**config.mk**
```make
export PLATFORM = sky130hd
export DESIGN_NAME = prco_regfile_sb_flat
export DESIGN_NICKNAME = d
export VERILOG_FILES = /design/src/rtl/prco_regfile_sb_pkg.sv /design/src/rtl/prco_regfile_sb_if.sv /design/src/rtl/prco_scoreboard.sv /design/src/rtl/prco_regfile_sb.sv /design/src/flat_wrapper.sv
export SDC_FILE = /design/constraint.sdc
export NUM_CORES = 1
export LEC_CHECK = 0
export BUFFER_PORTS_ARGS = -buffer_cell sky130_fd_sc_hd__buf_4
export CAP_MARGIN = 20
export CELL_PAD_IN_SITES_DETAIL_PLACEMENT = 0
export CELL_PAD_IN_SITES_GLOBAL_PLACEMENT = 1
export CORE_UTILIZATION = 49
export DETAILED_ROUTE_END_ITERATION = 12
export PLACE_DENSITY_LB_ADDON = 0.3
export SYNTH_ARGS = -nofsm -noshare
export SYNTH_HDL_FRONTEND = slang
export SYNTH_SLANG_ARGS = --single-unit
```
**constraint.sdc**
```tcl
create_clock -name i_clk -period 7.5 [get_ports i_clk]
set_input_delay 1.125 -clock i_clk [delete_from_list [all_inputs] [get_ports i_clk]]
set_output_delay 1.125 -clock i_clk [all_outputs]
set_load 0.02 [all_outputs]
```
**src/rtl/prco_regfile_sb_pkg.sv**
```systemverilog
// Shared constants for the PRCO register file: default geometry, the stack
// register indices and their reset value.
package prco_regfile_sb_pkg;

  localparam int          PRCO_DW     = 16;
  localparam int          PRCO_NREGS  = 8;
  localparam int          PRCO_AW     = 3;
  localparam int          REG_SP      = 7;
  localparam int          REG_BP      = 6;
  localparam logic [15:0] PRCO_SP_RST = 16'h00FF;

  // SP and BP come out of reset pointing at the top of the boot stack.
  function automatic logic is_stack_reg(input int idx);
    return (idx == REG_SP) || (idx == REG_BP);
  endfunction

endpackage

```
**src/rtl/prco_regfile_sb_if.sv**
```systemverilog
// Decode/writeback bus of the register file: read selects, both write
// ports, the load lock and the stall/collision status coming back.
interface prco_regfile_sb_if #(
  parameter int P_DW = 16,
  parameter int P_AW = 3
);

  logic            i_en;
  logic [P_AW-1:0] i_sela;
  logic [P_DW-1:0] q_data;
  logic [P_AW-1:0] i_selb;
  logic [P_DW-1:0] q_datb;
  logic            i_we;
  logic [P_AW-1:0] i_seld;
  logic [P_DW-1:0] i_datd;
  logic            i_wem;
  logic [P_AW-1:0] i_selm;
  logic [P_DW-1:0] i_datm;
  logic            i_lock;
  logic [P_AW-1:0] i_selk;
  logic            q_stall;
  logic            q_wcollide;

  modport master (
    output i_en, i_sela, i_selb,
    output i_we, i_seld, i_datd,
    output i_wem, i_selm, i_datm,
    output i_lock, i_selk,
    input  q_data, q_datb, q_stall, q_wcollide
  );

  modport slave (
    input  i_en, i_sela, i_selb,
    input  i_we, i_seld, i_datd,
    input  i_wem, i_selm, i_datm,
    input  i_lock, i_selk,
    output q_data, q_datb, q_stall, q_wcollide
  );

endinterface

```
**src/rtl/prco_scoreboard.sv**
```systemverilog
// Load-use scoreboard: one busy bit per register, set by a load lock and
// cleared by the matching load return; drives the decode stall.
module prco_scoreboard #(
  parameter int P_NREGS = 8,
  parameter int P_AW    = 3
) (
  input  logic            i_clk,
  input  logic            i_reset,
  input  logic            i_en,
  input  logic            i_lock,
  input  logic [P_AW-1:0] i_selk,
  input  logic            i_wem,
  input  logic [P_AW-1:0] i_selm,
  input  logic [P_AW-1:0] i_sela,
  input  logic [P_AW-1:0] i_selb,
  output logic            q_stall
);

  logic [P_NREGS-1:0] busy_reg;
  logic [P_NREGS-1:0] busy_next;
  logic [P_NREGS-1:0] lock_hit;
  logic [P_NREGS-1:0] clear_hit;

  // Lock is applied after clear so a re-issued load on the returning
  // register keeps it busy.
  for (genvar gi = 0; gi < P_NREGS; gi++) begin : g_busy
    assign lock_hit[gi]  = i_lock & (i_selk == P_AW'(gi));
    assign clear_hit[gi] = i_wem  & (i_selm == P_AW'(gi));
    assign busy_next[gi] = lock_hit[gi] | (busy_reg[gi] & ~clear_hit[gi]);
  end

  always_ff @(posedge i_clk or posedge i_reset) begin
    if (i_reset) begin
      busy_reg <= '0;
    end else if (i_en) begin
      busy_reg <= busy_next;
    end
  end

  // A load landing this cycle is forwarded by the read bypass, so it
  // releases the stall immediately.
  always_comb begin
    q_stall = (busy_reg[i_sela] & ~clear_hit[i_sela])
            | (busy_reg[i_selb] & ~clear_hit[i_selb]);
  end

endmodule

```
**src/rtl/prco_regfile_sb.sv**
```systemverilog
// PRCO register file: two registered write-first read ports, ALU (D) and
// load (M) write ports with M priority, and a load-use scoreboard.
module prco_regfile_sb
  import prco_regfile_sb_pkg::*;
#(
  parameter int              P_DW     = PRCO_DW,
  parameter int              P_NREGS  = PRCO_NREGS,
  parameter int              P_AW     = PRCO_AW,
  parameter logic [P_DW-1:0] P_SP_RST = P_DW'(PRCO_SP_RST)
) (
  input logic              i_clk,
  input logic              i_reset,
  prco_regfile_sb_if.slave bus
);

  logic [P_DW-1:0] r_regs [0:P_NREGS-1];

  logic [P_DW-1:0] data_reg;
  logic [P_DW-1:0] data_next;
  logic [P_DW-1:0] datb_reg;
  logic [P_DW-1:0] datb_next;
  logic            wcollide_reg;
  logic            wcollide_next;
  logic            stall;

  // Read bypass mirrors the array: the M check is last so it wins over D.
  always_comb begin
    data_next = r_regs[bus.i_sela];
    if (bus.i_we && (bus.i_seld == bus.i_sela)) begin
      data_next = bus.i_datd;
    end
    if (bus.i_wem && (bus.i_selm == bus.i_sela)) begin
      data_next = bus.i_datm;
    end

    datb_next = r_regs[bus.i_selb];
    if (bus.i_we && (bus.i_seld == bus.i_selb)) begin
      datb_next = bus.i_datd;
    end
    if (bus.i_wem && (bus.i_selm == bus.i_selb)) begin
      datb_next = bus.i_datm;
    end

    wcollide_next = bus.i_we & bus.i_wem & (bus.i_seld == bus.i_selm);
  end

  // M is assigned after D, so on a shared select the load data lands.
  always_ff @(posedge i_clk or posedge i_reset) begin
    if (i_reset) begin
      for (int i = 0; i < P_NREGS; i++) begin
        r_regs[i] <= is_stack_reg(i) ? P_SP_RST : '0;
      end
    end else if (bus.i_en) begin
      if (bus.i_we) begin
        r_regs[bus.i_seld] <= bus.i_datd;
      end
      if (bus.i_wem) begin
        r_regs[bus.i_selm] <= bus.i_datm;
      end
    end
  end

  always_ff @(posedge i_clk or posedge i_reset) begin
    if (i_reset) begin
      data_reg     <= '0;
      datb_reg     <= '0;
      wcollide_reg <= 1'b0;
    end else if (bus.i_en) begin
      data_reg     <= data_next;
      datb_reg     <= datb_next;
      wcollide_reg <= wcollide_next;
    end
  end

  prco_scoreboard #(
    .P_NREGS (P_NREGS),
    .P_AW    (P_AW)
  ) u_scoreboard (
    .i_clk   (i_clk),
    .i_reset (i_reset),
    .i_en    (bus.i_en),
    .i_lock  (bus.i_lock),
    .i_selk  (bus.i_selk),
    .i_wem   (bus.i_wem),
    .i_selm  (bus.i_selm),
    .i_sela  (bus.i_sela),
    .i_selb  (bus.i_selb),
    .q_stall (stall)
  );

  assign bus.q_data     = data_reg;
  assign bus.q_datb     = datb_reg;
  assign bus.q_wcollide = wcollide_reg;
  assign bus.q_stall    = stall;

endmodule
```
**src/flat_wrapper.sv**
```systemverilog
// flat-port wrapper written by rule: the top's interface ports become plain ports
module prco_regfile_sb_flat import prco_regfile_sb_pkg::*;
#(
  parameter int              P_DW     = PRCO_DW,
  parameter int              P_NREGS  = PRCO_NREGS,
  parameter int              P_AW     = PRCO_AW,
  parameter logic [P_DW-1:0] P_SP_RST = P_DW'(PRCO_SP_RST)
)
  (i_clk, i_reset, bus_i_en, bus_i_sela, bus_i_selb, bus_i_we, bus_i_seld, bus_i_datd, bus_i_wem, bus_i_selm, bus_i_datm, bus_i_lock, bus_i_selk, bus_q_data, bus_q_datb, bus_q_stall, bus_q_wcollide);
  prco_regfile_sb_if #(.P_DW(P_DW), .P_AW(P_AW)) bus_i ();
  input logic i_clk;
  input logic i_reset;
  input wire logic [$bits(bus_i.i_en)-1:0] bus_i_en;
  input wire logic [$bits(bus_i.i_sela)-1:0] bus_i_sela;
  input wire logic [$bits(bus_i.i_selb)-1:0] bus_i_selb;
  input wire logic [$bits(bus_i.i_we)-1:0] bus_i_we;
  input wire logic [$bits(bus_i.i_seld)-1:0] bus_i_seld;
  input wire logic [$bits(bus_i.i_datd)-1:0] bus_i_datd;
  input wire logic [$bits(bus_i.i_wem)-1:0] bus_i_wem;
  input wire logic [$bits(bus_i.i_selm)-1:0] bus_i_selm;
  input wire logic [$bits(bus_i.i_datm)-1:0] bus_i_datm;
  input wire logic [$bits(bus_i.i_lock)-1:0] bus_i_lock;
  input wire logic [$bits(bus_i.i_selk)-1:0] bus_i_selk;
  output wire logic [$bits(bus_i.q_data)-1:0] bus_q_data;
  output wire logic [$bits(bus_i.q_datb)-1:0] bus_q_datb;
  output wire logic [$bits(bus_i.q_stall)-1:0] bus_q_stall;
  output wire logic [$bits(bus_i.q_wcollide)-1:0] bus_q_wcollide;
  assign bus_i.i_en = bus_i_en;
  assign bus_i.i_sela = bus_i_sela;
  assign bus_i.i_selb = bus_i_selb;
  assign bus_i.i_we = bus_i_we;
  assign bus_i.i_seld = bus_i_seld;
  assign bus_i.i_datd = bus_i_datd;
  assign bus_i.i_wem = bus_i_wem;
  assign bus_i.i_selm = bus_i_selm;
  assign bus_i.i_datm = bus_i_datm;
  assign bus_i.i_lock = bus_i_lock;
  assign bus_i.i_selk = bus_i_selk;
  assign bus_q_data = bus_i.q_data;
  assign bus_q_datb = bus_i.q_datb;
  assign bus_q_stall = bus_i.q_stall;
  assign bus_q_wcollide = bus_i.q_wcollide;
  prco_regfile_sb #(.P_DW(P_DW), .P_NREGS(P_NREGS), .P_AW(P_AW), .P_SP_RST(P_SP_RST)) u_core (.i_clk(i_clk), .i_reset(i_reset), .bus(bus_i));
endmodule
```
# --- Word level (Yosys, flattened, before mapping) ---
# Cells that the tools add are included.
classes:
  order_cmp: 8
  n_eq_ne: 19
  mux: 27
  n_bitwise: 51
  n_reduce_logical: 8
op_table:
  columns: ["op", "count"]
  rows:
  - ["128-bit two-way mux", 3]
  - ["128-bit bitwise mux", 2]
  - ["16-bit two-way mux", 10]
  - ["16-bit binary-select mux with 3-bit select", 2]
  - ["16-bit demux with 3-bit select", 2]
  - ["1-bit AND", 28]
  - ["3-bit == test, second input constant", 8]
  - ["4-bit greater-or-equal comparator, second input constant", 4]
  - ["3-bit NOT with 4-bit output", 4]
  - ["3-bit == test", 5]
  - ["1-bit binary-select mux with 3-bit select", 4]
  - ["3-bit by 2-bit == test with 1-bit output, second input constant", 4]
  - ["1-bit NOT", 10]
  - ["1-bit OR", 9]
  - ["3-bit by 4-bit < comparator with 1-bit output, second input constant", 2]
  - ["4-bit by 1-bit < comparator with 1-bit output, second input constant", 2]
  - ["3-bit by 1-bit == test with 1-bit output, second input constant", 2]
  - ["1-bit logical AND", 6]
  - ["3-bit zero test", 2]
  - ["1-bit two-way mux", 4]
totals:
  register_bits: 169
  inputBits: 53
  output_inout_bits: 34
  wordCells: 125

# --- Depth between registers and ports, before layout ---
# Gate-level depths: netlist (run 1).
logic_depth:
  ltp_word: 10
  depth_mapped: 8
  depth_no_buf: 4

# --- Modules after synthesis ---
# From an unflattened synthesis (run 1), not the netlist that was laid out.
unflattened:
  cells_unflattened: 945
  area_unflattened_um2: 10495.1
modules_own_cells:
  columns: ["mod", "n_inst", "cells_per_inst", "area_each_um2", "seq_area_each_um2"]
  rows:
  - ["prco_regfile_sb", 1, 894, 9940.8, 4048.9]
  - ["prco_scoreboard", 1, 51, 554.3, 200.2]

# --- Worst setup path before layout (run 1) ---
# OpenSTA, ideal clock, no wires.
synth_timing:
  kind: "input to output"
  start: "input port bus_i_wem"
  end: "output port bus_q_stall"
  arrival_time_ps: 2543
  required_time_ps: 6375
  path_slack_ps: 3832
  stages: 7
  n_path_buf: 3
  path_cell_list: "buf_4 > buf_2 > and4bb_4 > buf_2 > o32ai_1 > o22ai_1 > o211ai_1"
synth_between:
  elab_chain_cells: 6
  elab_cells_between_ends: 17
  cone_classes: "mux (4); bitwise (13)"
synth_rtl:
  columns: ["element", "line", "source"]
  rows:
  - ["start: declaration", "flat_wrapper.sv:19", "input wire logic [$bits(bus_i.i_wem)-1:0] bus_i_wem;"]
  - ["1-bit AND", "prco_scoreboard.sv:28", "assign clear_hit[gi] = i_wem & (i_selm == P_AW'(gi));"]
  - ["1-bit binary-select mux with 3-bit select (on tied branches)", "prco_scoreboard.sv:43, prco_scoreboard.sv:44", null]
  - ["1-bit two-way mux (on tied branches)", "prco_scoreboard.sv:43, prco_scoreboard.sv:44", null]
  - ["1-bit NOT (on tied branches)", "prco_scoreboard.sv:43, prco_scoreboard.sv:44", null]
  - ["1-bit AND (on tied branches)", "prco_scoreboard.sv:43, prco_scoreboard.sv:44", null]
  - ["1-bit OR (*)", "prco_scoreboard.sv:44", "| (busy_reg[i_selb] & ~clear_hit[i_selb]);"]
  - ["end: declaration", "flat_wrapper.sv:26", "output wire logic [$bits(bus_i.q_stall)-1:0] bus_q_stall;"]
# Every way passes the cells marked *; elsewhere a longest branch is shown, timed or not. The select of a mux whose other input is x is not followed.

# --- Final worst setup path (run 1) ---
layout_timing:
  start: "input port bus_i_selm[0]"
  end: "output port bus_q_stall"
layout_between:
  elab_chain_cells: 7
  elab_cells_between_ends: 25
  cone_classes: "eq/ne (7); mux (4); bitwise (13); reduce/logical (1)"
layout_rtl:
  columns: ["element", "line", "source"]
  rows:
  - ["start: declaration", "flat_wrapper.sv:20", "input wire logic [$bits(bus_i.i_selm)-1:0] bus_i_selm;"]
  - ["3-bit by 1-bit == test with 1-bit output (tied with other cells)", "prco_scoreboard.sv:28", null]
  - ["1-bit AND", "prco_scoreboard.sv:28", null]
  - ["1-bit binary-select mux with 3-bit select (on tied branches)", "prco_scoreboard.sv:43, prco_scoreboard.sv:44", null]
  - ["1-bit two-way mux (on tied branches)", "prco_scoreboard.sv:43, prco_scoreboard.sv:44", null]
  - ["1-bit NOT (on tied branches)", "prco_scoreboard.sv:43, prco_scoreboard.sv:44", null]
  - ["1-bit AND (on tied branches)", "prco_scoreboard.sv:43, prco_scoreboard.sv:44", null]
  - ["1-bit OR (*)", "prco_scoreboard.sv:44", null]
# Marked as above.

==> reports/qor.txt, run 1 <==
=================================================================================================
Number of distinct library cell variants in the gate-level netlist after synthesis             60
Core area                                                                             0.0211 mm^2
Number of endpoints failing setup at the final stage                                            0
TritonCTS buffer count                                                                         17
Path depth of the worst reg2reg path                                                            4
Largest register FFs                                                                          128
CP Data Required Time                                                                     6380 ps
Total detailed-routing wirelength                                                         35.5 mm
Hold Startpoint                                                                      u_core.u_scoreboard.busy_reg[4]$_DFFE_PP0P_
Element type at the critical path start                                                 input pin
Worst IR drop on VDD                                                                   0.000164 V
Effective utilization at floorplan                                                          50.1%
Worst hold path endpoint                                                             u_core.u_scoreboard.busy_reg[4]$_DFFE_PP0P_
Final number of hold-violating endpoints                                                        0
Count of flip-flops with a built-in enable after synthesis                                      0
Synth Area per Inst                                                                     11.1 um^2
Async set-or-reset flop fraction in the synthesized netlist                                  100%
Most flops, register                                                                 u_core.r_regs
Min cycle time layout                                                                     3890 ps
Wire length of the first global-routing pass                                              54.3 mm
Hold Path Depth                                                                                 2
Maximum buffer depth of the clock tree                                                          2
Antenna cells                                                                                   0
Horizontal extent of the die                                                               149 um
Post-Syn Nets                                                                                1005
Slew at the pin with the worst max-slew slack                                             1210 ps
Setup skew after layout                                                                   9.95 ps
Seq cells post-synth                                                                          169
Leading cell type in the layout, fill and taps excluded                                   dfrtp_1
Fraction of the core area covered by cells at the end of the flow                           54.6%
Grt total ovfl                                                                                  0
Synthesized netlist cell count                                                                952
Leading register cell type out of synthesis                                               dfrtp_1
Setup ws final                                                                            3610 ps
Clk pin slew, worst setup/hold paths                                                        70 ps
Die footprint                                                                         0.0222 mm^2
Post-synthesis instance area                                                          0.0106 mm^2
Number of cells upsized or downsized after cts                                                  0
Routed vias                                                                                  8848
Max-slew violation count                                                                        0
Max-slew headroom at the worst pin                                                          19.6%
Commonest cells after routing, fill and taps aside                                   153 x dfrtp_1, 104 x buf_4, 96 x o2bb2ai_1, 68 x nor2_1, 65 x o22ai_1
Worst hold path class                                                                  reg -> reg
Number of nets with antenna violations after detailed routing                                   0
Iteration count of the initial detailed-routing pass                                            5
Setup repair after global routing missed its margin                                         false
Quantity of I/O buffers inserted on ports                                                      86
Reg2Reg Capture Point                                                                u_core.bus.q_data[2]$_DFFE_PP0P_
Dpl ws                                                                                    3550 ps
Routed wirelength normalized by instance count                                            28.9 um
Vertical die dimension                                                                     149 um
Count of maximum capacitance violations                                                         0
Total routing resource utilization after global routing                                     33.5%
Maximum fanout along the worst path                                                            21
Setup repair bufs after CTS                                                                     0
Vias in the first global route                                                               8806
Hold-fix buffer count after cts                                                                 0
Post-Route Hold Slack                                                                      485 ps
DRC violation total after the first TritonRoute iteration                                     987
Leading post-synthesis cells by cell area                                            dfrtp_1 36%, mux4_2 12%, o2bb2ai_1 8.0%, a22oi_1 4.5%, dfstp_2 4.0%
Post-synthesis sequential area ratio                                                        40.2%
Placer Congestion                                                                           0.845
Type of element capturing the critical path                                           output port
Total of warnings raised by yosys                                                               0
Type of the worst setup path                                                            in -> out
Arrival time at the worst endpoint                                                        2760 ps
Power density over the cells                                                          269 mW/mm^2
Clock root buffer master                                                                clkbuf_16
Number of nets in the layout                                                                  995
Startpoint of the lowest-slack register-to-register path                             u_core.r_regs[66]$_DFFE_PP0P_
Tcrit/Tclk final                                                                            51.8%
Post-synth top area cell                                                                  dfrtp_1
Vias per std cell                                                                            7.19
Area Overhead vs Synth                                                                      8.86%
Setup slack, reg-to-reg                                                                   5850 ps
Row cnt                                                                                        53
Maximum clock frequency                                                                   257 MHz
Half-perimeter wire length after detailed placement                                       20.6 mm
Share of final-layout standard cells stronger than drive strength 1                         24.1%
Status                                                                               complete, no violations
CTS tree                                                                                     done
Leakage power summed over all cells                                                       4.61 nW
Top cell type's share of synthesized area                                                   36.2%
Latest clock arrival within the worst-skew pair                                            440 ps
CTS sink cnt                                                                                  169
Initial antenna violation count                                                                 0
Number of top-level pins                                                                       87
Maximum number of pins on one net before global-route repair                                  106
Post-placement cell count                                                                    1197
CTS H-tree depth                                                                                4
Cell Count, Final, Fillers Out                                                               1230
Summed negative setup slack over all endpoints                                               0 ps
Residual DRC                                                                                    0
=================================================================================================
## worst max-delay path by stage
| stage | startpoint | endpoint | cells after the start |
|---|---|---|---|
| 6_report | bus_i_selm[0] | bus_q_stall | 6 |
| 5_1_grt | bus_i_selm[2] | bus_q_stall | 6 |
| 4_1_cts | bus_i_selm[2] | bus_q_stall | 6 |
| 3_5_place_dp | bus_i_sela[0] | u_core.bus.q_data[10]$_DFFE_PP0P_ | 5 |
| 3_3_place_gp | bus_i_sela[0] | u_core.bus.q_data[4]$_DFFE_PP0P_ | 5 |
| 2_1_floorplan | i_reset | u_core.bus.q_data[0]$_DFFE_PP0P_ | 1 |
## where the power goes
group / leakage [nW] / internal (mW) / switching [mW]
logic: 2.30 / 0.436 / 0.407
registers: 2.01 / 1.15 / 0.180
clock network: 0.294 / 0.508 / 0.414
total: 4.61 / 2.09 / 1.00
## stage by stage
| stage | total power, mW | instance area [um^2] |
|---|---|---|
| after floorplan | 1.91 | 10600 |
| after global placement | 2.15 | 10900 |
| after detailed placement | 2.18 | 10900 |
| after CTS | 3.09 | 11500 |
| after global routing | 3.23 | 11500 |
| final | 3.10 | 11500 |
## logic make-up after synthesis
group,count (synthesis),synth area share (%)
and+or+nand+nor,178,9.43
DFF,169,40.2
AOI/OAI and AO/OA,355,24.4
buffers and inverters,139,7.71
muxes,96,16.9
xor gates and xnor gates,15,1.31
## layout make-up
class / count / area (um^2)
Multi-Input combinational cell: 644 / 5510
Inverter: 6 / 30.0
Clock inverter: 14 / 159
Sequential cell: 169 / 4250
Tap cell: 275 / 344
Clock buffer: 18 / 439
Fill cell: 1899 / 9580
Timing Repair Buffer: 104 / 781
## layer usage
metal,wire length (um),up-vias,track usage (%)
met4,1340,0,13.8
met5,0,-,0
met1,14000,4485,44.7
met3,3620,104,7.92
met2,16600,549,52.4
li1,-,3710,-
## synthesized netlist by cell type (3+ instances only)
library cell and n:
dfstp_2 16, a22oi_1 64, mux4_1 8, o2bb2ai_1 96, a21oi_1 64, and4b_1 3
o31ai_1 3, nand2b_1 9, clkbuf_1 49, o21ai_1 4, nand2_1 33, dfrtp_1 153
and3_1 3, buf_1 10, buf_4 18, a21oi_2 3, buf_12 3, inv_1 4
a211o_1 32, nor4b_4 3, o22ai_1 65, nor3b_1 3, mux4_2 56, nor3_1 34
clkbuf_4 4, buf_2 33, mux2i_1 32, nor2_1 68, nand4b_1 4, o32ai_1 4
xnor2_1 13, o21ai_0 10, buf_6 11
## critical path: stages
cell      delay (ps)
buf_4            180
and4bb_2         780
o32ai_1          160
a32oi_1          190
o211ai_1         130
buf_4            180
Note: power is estimated with default switching activity, not from simulation.
==> inputs of run 2 (changes only) <==
- clock period: 7.5 -> 3.7 ns (I/O delays scaled with it)
==> reports/qor.txt, run 2 (synthesis results as in run 1) <==
==================================================================================
Status                                                                complete, no violations   unchanged
Effective utilization at floorplan                                           50.1%   unchanged
Grt total ovfl                                                                   0   unchanged
CTS H-tree depth                                                                 4   unchanged
Maximum number of pins on one net before global-route repair                   170   was 106
Hold-fix buffer count after cts                                                  0   unchanged
Element type at the critical path start                                  input pin   unchanged
Tcrit/Tclk final                                                             74.5%
Area Overhead vs Synth                                                       10.4%   was 8.86%
Antenna cells                                                                    0   unchanged
Placer Congestion                                                            0.856   was 0.845
Leading cell type in the layout, fill and taps excluded                    dfrtp_1   unchanged
Vias per std cell                                                             7.28   was 7.19
Total routing resource utilization after global routing                      33.7%   was 33.5%
Hold Path Depth                                                                  2   unchanged
CTS tree                                                                      done   unchanged
Residual DRC                                                                     0   unchanged
Largest register FFs                                                           128   unchanged
Worst IR drop on VDD                                                    0.000256 V   was 0.000164 V
Arrival time at the worst endpoint                                         2200 ps   was 2760 ps
Latest clock arrival within the worst-skew pair                             440 ps   about the same
Horizontal extent of the die                                                149 um   unchanged
Initial antenna violation count                                                  0   unchanged
Clock root buffer master                                                 clkbuf_16   unchanged
Share of final-layout standard cells stronger than drive strength 1          25.4%   was 24.1%
Leakage power summed over all cells                                        4.70 nW   was 4.61 nW
Wire length of the first global-routing pass                               55.2 mm   was 54.3 mm
Row cnt                                                                         53   unchanged
Maximum fanout along the worst path                                             21   unchanged
Number of endpoints failing setup at the final stage                             0   unchanged
Min cycle time layout                                                      2760 ps
TritonCTS buffer count                                                          17   unchanged
Number of top-level pins                                                        87   unchanged
Routed wirelength normalized by instance count                             29.2 um   was 28.9 um
Die footprint                                                          0.0222 mm^2   unchanged
Setup skew after layout                                                    10.4 ps   was 9.95 ps
Number of cells upsized or downsized after cts                                   0   unchanged
Power density over the cells                                           544 mW/mm^2   was 269 mW/mm^2
Type of the worst setup path                                             in -> out   unchanged
Clk pin slew, worst setup/hold paths                                         60 ps   was 70 ps
Number of nets in the layout                                                  1013   was 995
Vertical die dimension                                                      149 um   unchanged
DRC violation total after the first TritonRoute iteration                     1150   was 987
Setup repair bufs after CTS                                                      0   unchanged
Setup repair after global routing missed its margin                          false   unchanged
Comb pwr share                                                               27.1%   was 27.2%
Fillers                                                                       1830   was 1899
Maximum clock frequency                                                    363 MHz
Most flops, register                                                  u_core.r_regs   unchanged
Number of nets with antenna violations after detailed routing                    0   unchanged
Max-slew violation count                                                         0   unchanged
Commonest cells after routing, fill and taps aside                    153 x dfrtp_1, 121 x buf_4, 96 x o2bb2ai_1, 68 x nor2_1, 65 x o22ai_1   was 153 x dfrtp_1, 104 x buf_4, 96 x o2bb2ai_1, 68 x nor2_1, 65 x o22ai_1
Max-slew headroom at the worst pin                                           25.2%   was 19.6%
Half-perimeter wire length after detailed placement                        21.7 mm   was 20.6 mm
Sequential power share                                                       42.9%   was 43.0%
Path depth of the worst reg2reg path                                             4   unchanged
Routed vias                                                                   9088   was 8848
Part of the power in the clock network                                       30.0%   was 29.8%
Type of element capturing the critical path                            output port   unchanged
Switching portion of total power                                             31.6%   was 32.3%
Core area                                                              0.0211 mm^2   unchanged
Final number of hold-violating endpoints                                         0   unchanged
Worst hold path class                                                    in -> reg   was reg -> reg
Count of maximum capacitance violations                                          0   unchanged
Switch Pwr                                                                 2.01 mW   was 1.00 mW
Cell-internal power                                                        4.35 mW   was 2.09 mW
Slew at the pin with the worst max-slew slack                              1120 ps   was 1210 ps
Vias in the first global route                                                8790   was 8806
Post-Route Hold Slack                                                       342 ps   was 485 ps
Maximum buffer depth of the clock tree                                           2   unchanged
Summed negative setup slack over all endpoints                                0 ps   unchanged
Quantity of I/O buffers inserted on ports                                       86   unchanged
Iteration count of the initial detailed-routing pass                             5   unchanged
CP Data Required Time                                                      3140 ps   was 6380 ps
Total detailed-routing wirelength                                          36.4 mm   was 35.5 mm
CTS sink cnt                                                                   169   unchanged
==================================================================================
[run 2: final cells by class]
| cell class | count | area, um^2 | area share (%) |
|---|---|---|---|
| Clock inverter | 11 | 143 | 1.22 |
| Sequential cell | 169 | 4250 | 36.4 |
| Multi-Input combinational cell | 644 | 5510 | 47.2 |
| Clock buffer | 21 | 470 | 4.03 |
| Inverter | 6 | 28.8 | 0.247 |
| Tap cell | 275 | 344 | 2.95 |
| Timing Repair Buffer | 122 | 928 | 7.95 |
[run 2: critical path, cell delays in order]
cell      delay [ps]
buf_4            180
and4bb_2         780
o32ai_1          160
a32oi_1          180
o211ai_1         150
buf_4            190
[run 2: power groups by stage]
stage                     sequential (mW)  combinational (mW)  clock [mW]
after floorplan                      2.71                1.17           0
after global placement               2.72                1.68           0
after detailed placement             2.73                1.71           0
after CTS                            2.70                1.72        1.91
after global routing                 2.76                1.86        1.98
final                                2.72                1.72        1.91
[run 2: per-stage QoR]
step | power, mW | worst slack, ps | area [um^2] | instances | util (%)
after floorplan | 3.88 | 1000 | 10600 | 952 | -
after global placement | 4.40 | 990 | 11100 | 1216 | 52.5
after detailed placement | 4.44 | 971 | 11100 | 1216 | 52.5
after CTS | 6.33 | 977 | 11700 | 1248 | 55.4
after global routing | 6.60 | 935 | 11700 | 1248 | 55.4
final | 6.35 | 943 | 11700 | 1248 | 55.4
[run 2: worst paths after layout]
path,from,endpoint,slack (ps)
max in group asynchronous,i_reset,u_core.r_regs[34]$_DFFE_PP0P_,2630
worst min register to register,u_core.u_scoreboard.busy_reg[4]$_DFFE_PP0P_,u_core.u_scoreboard.busy_reg[4]$_DFFE_PP0P_,500
worst max register to register,u_core.r_regs[121]$_DFFE_PP0P_,u_core.bus.q_datb[9]$_DFFE_PP0P_,2090
min in group asynchronous,i_reset,u_core.bus.q_wcollide$_DFFE_PP0P_,380
worst max-delay path,bus_i_selm[2],bus_q_stall,940
worst min-delay path,bus_i_selk[1],u_core.u_scoreboard.busy_reg[4]$_DFFE_PP0P_,340
[run 2: layer usage]
metal | global-route usage (%) | share of wire, %
met4 | 16.1 | 4.4
met5 | 0 | 0
met2 | 51.5 | 46
met1 | 45.9 | 40
met3 | 7.09 | 9.3
==> inputs of run 3 (changes only) <==
- clock period: 3.7 -> 2.8 ns (I/O delays scaled with it)
==> reports/qor.txt, run 3 (synthesis results as in run 1) <==
==================================================================================
Status                                                                complete, no violations   unchanged
Path depth of the worst reg2reg path                                             4   unchanged
Summed negative setup slack over all endpoints                                0 ps   unchanged
CP most frequent cell                                                        buf_4   unchanged
Maximum clock frequency                                                    426 MHz
Number of endpoints failing setup at the final stage                             0   unchanged
Total detailed-routing wirelength                                          36.7 mm   was 36.4 mm
Antenna cells                                                                    0   unchanged
Wire length of the first global-routing pass                               55.9 mm   was 55.2 mm
Biggest cell delay along the critical path                                  640 ps   was 780 ps
Iteration count of the initial detailed-routing pass                             6   was 5
Worst IR drop on VDD                                                    0.000399 V   was 0.000256 V
Cell type of the slowest stage on the worst timing path                   and4bb_4   was and4bb_2
Clock root buffer master                                                 clkbuf_16   unchanged
Area after DPL                                                         0.0112 mm^2   was 0.0111 mm^2
Latest clock arrival within the worst-skew pair                             430 ps   was 440 ps
Routed vias                                                                   9043   was 9088
Hold Startpoint                                                       bus_i_selk[1]   unchanged
Maximum fanout along the worst path                                             21   unchanged
CTS tree                                                                      done   unchanged
Min cycle time layout                                                      2340 ps
TritonCTS buffer count                                                          17   unchanged
CTS sink cnt                                                                   169   unchanged
Most flops, register                                                  u_core.r_regs   unchanged
Core area                                                              0.0211 mm^2   unchanged
Max-slew violation count                                                         0   unchanged
Reg2Reg Capture Point                                                 u_core.bus.q_datb[9]$_DFFE_PP0P_   unchanged
Crit-path leading delay family                                        simple AND/OR/NAND/NOR gates   unchanged
Post-placement cell count                                                     1228   was 1216
Cell Count, Final, Fillers Out                                                1261   was 1248
Share of final-layout standard cells stronger than drive strength 1          26.2%   was 25.4%
Half-perimeter wire length after detailed placement                        22.6 mm   was 21.7 mm
Commonest cells after routing, fill and taps aside                    153 x dfrtp_1, 126 x buf_4, 96 x o2bb2ai_1, 68 x nor2_1, 65 x o22ai_1   was 153 x dfrtp_1, 121 x buf_4, 96 x o2bb2ai_1, 68 x nor2_1, 65 x o22ai_1
Number of top-level pins                                                        87   unchanged
Setup ws final                                                              455 ps   was 943 ps
Die footprint                                                          0.0222 mm^2   unchanged
Grt total ovfl                                                                   0   unchanged
Startpoint of the lowest-slack register-to-register path              u_core.r_regs[25]$_DFFE_PP0P_   was u_core.r_regs[121]$_DFFE_PP0P_
Leakage power summed over all cells                                        4.79 nW   was 4.70 nW
Residual DRC                                                                     0   unchanged
Type of the worst setup path                                             in -> out   unchanged
Worst hold path class                                                    in -> reg   unchanged
Final standard cell area without fillers                               0.0119 mm^2   was 0.0117 mm^2
Setup repair bufs after CTS                                                      0   unchanged
Tcrit/Tclk final                                                             83.7%
Number of nets in the layout                                                  1026   was 1013
Worst path cell trace                                                 buf_4 -> and4bb_4 -> o32ai_1 -> a32oi_1 -> o211ai_1 -> buf_4   was buf_4 -> and4bb_2 -> o32ai_1 -> a32oi_1 -> o211ai_1 -> buf_4
Count of maximum capacitance violations                                          0   unchanged
Arrival time at the worst endpoint                                         1920 ps   was 2200 ps
Setup slack, reg-to-reg                                                    1170 ps   was 2090 ps
Effective utilization at floorplan                                           50.1%   unchanged
Clk pin slew, worst setup/hold paths                                         60 ps   about the same
Fraction of the core area covered by cells at the end of the flow            56.3%   was 55.4%
Quantity of I/O buffers inserted on ports                                       86   unchanged
Vias in the first global route                                                8933   was 8790
Power density over the cells                                           711 mW/mm^2   was 544 mW/mm^2
Maximum buffer depth of the clock tree                                           2   unchanged
Initial antenna violation count                                                  0   unchanged
Leading cell type in the layout, fill and taps excluded                    dfrtp_1   unchanged
Vias per std cell                                                             7.17   was 7.28
Setup skew after layout                                                    9.82 ps   was 10.4 ps
DRC violation total after the first TritonRoute iteration                     1202   was 1150
CP Data Required Time                                                      2380 ps   was 3140 ps
Dpl ws                                                                      415 ps   was 971 ps
Horizontal extent of the die                                                149 um   unchanged
Worst hold path endpoint                                              u_core.u_scoreboard.busy_reg[0]$_DFFE_PP0P_   was u_core.u_scoreboard.busy_reg[4]$_DFFE_PP0P_
Total routing resource utilization after global routing                      34.3%   was 33.7%
Element type at the critical path start                                  input pin   unchanged
Final number of hold-violating endpoints                                         0   unchanged
Number of nets with antenna violations after detailed routing                    0   unchanged
Setup repair after global routing missed its margin                          false   unchanged
Max-slew headroom at the worst pin                                           24.1%   was 25.2%
Routed wirelength normalized by instance count                             29.1 um   was 29.2 um
Count of buffer and inverter cells on the critical path                          2   unchanged
CTS H-tree depth                                                                 4   unchanged
Largest register FFs                                                           128   unchanged
Placer Congestion                                                            0.859   was 0.856
Slew at the pin with the worst max-slew slack                              1130 ps   was 1120 ps
Hold Path Depth                                                                  2   unchanged
Type of element capturing the critical path                            output port   unchanged
Vertical die dimension                                                      149 um   unchanged
Maximum number of pins on one net before global-route repair                    64   was 170
Area Overhead vs Synth                                                       12.2%   was 10.4%
Row cnt                                                                         53   unchanged
==================================================================================
[run 3: cell types whose count changed in the layout (fill, tap and decap cells not counted), sizes merged]
cell         delta
buf            +12
clkinv          -2
clkinvlp        +1
clkbuf          +2
dlygate4sd3     +1
inv             -1
[run 3: how the worst max path moves through the flow]
stage,from,end,slack [ps],depth (start not counted)
after floorplan,i_reset,u_core.bus.q_data[0]$_DFFE_PP0P_,240,1
after global placement,bus_i_selm[1],u_core.r_regs[53]$_DFFE_PP0P_,380,5
after global routing,bus_i_selm[1],bus_q_stall,420,6
after CTS,bus_i_selm[1],bus_q_stall,470,6
after detailed placement,bus_i_selm[2],u_core.r_regs[101]$_DFFE_PP0P_,410,5
final,bus_i_selm[1],bus_q_stall,460,6
[run 3: cell type report]
| cell class | count | area, um^2 |
|---|---|---|
| multi-input cells | 644 | 5510 |
| clock buffers | 23 | 488 |
| well taps | 275 | 344 |
| inverters | 6 | 28.8 |
| clock inverters | 9 | 138 |
| fillers | 1837 | 9220 |
| repair buffers | 135 | 1110 |
| flip-flops and latches | 169 | 4250 |
[run 3: worst reg2reg max path: stages, from the launching register on]
cell and delay [ps]:
dfrtp_1 400, mux4_2 470, mux2i_1 270, nor3_1 80
a211o_1 280
[run 3: timing repair]
item,4_1_cts,5_1_grt
hold endpoints to repair,13,0
gates resized for setup,0,0
hold buffers,1,0
setup endpoints to repair,0,0
[run 3: metrics by stage]
step,power (mW),hold WS [ps]
global route,8.80,197
global placement,5.83,437
detailed placement,5.90,441
finish,8.44,204
CTS,8.42,195
floorplan,5.13,447
[run 3: power by group]
part           switching (mW)  leakage, nW  internal, mW
Combinational            1.11         2.48          1.20
Sequential              0.507         2.01          3.08
Clock                    1.02        0.298          1.51
[run 3: metal layers]
| layer | part of all wire, % | up-vias | global-route usage, % |
|---|---|---|---|
| li1 | - | 3784 | - |
| met1 | 40 | 4543 | 46.3 |
| met2 | 45 | 611 | 51.4 |
| met3 | 11 | 105 | 9.48 |
| met4 | 3.8 | 0 | 15.5 |
| met5 | 0 | - | 0 |
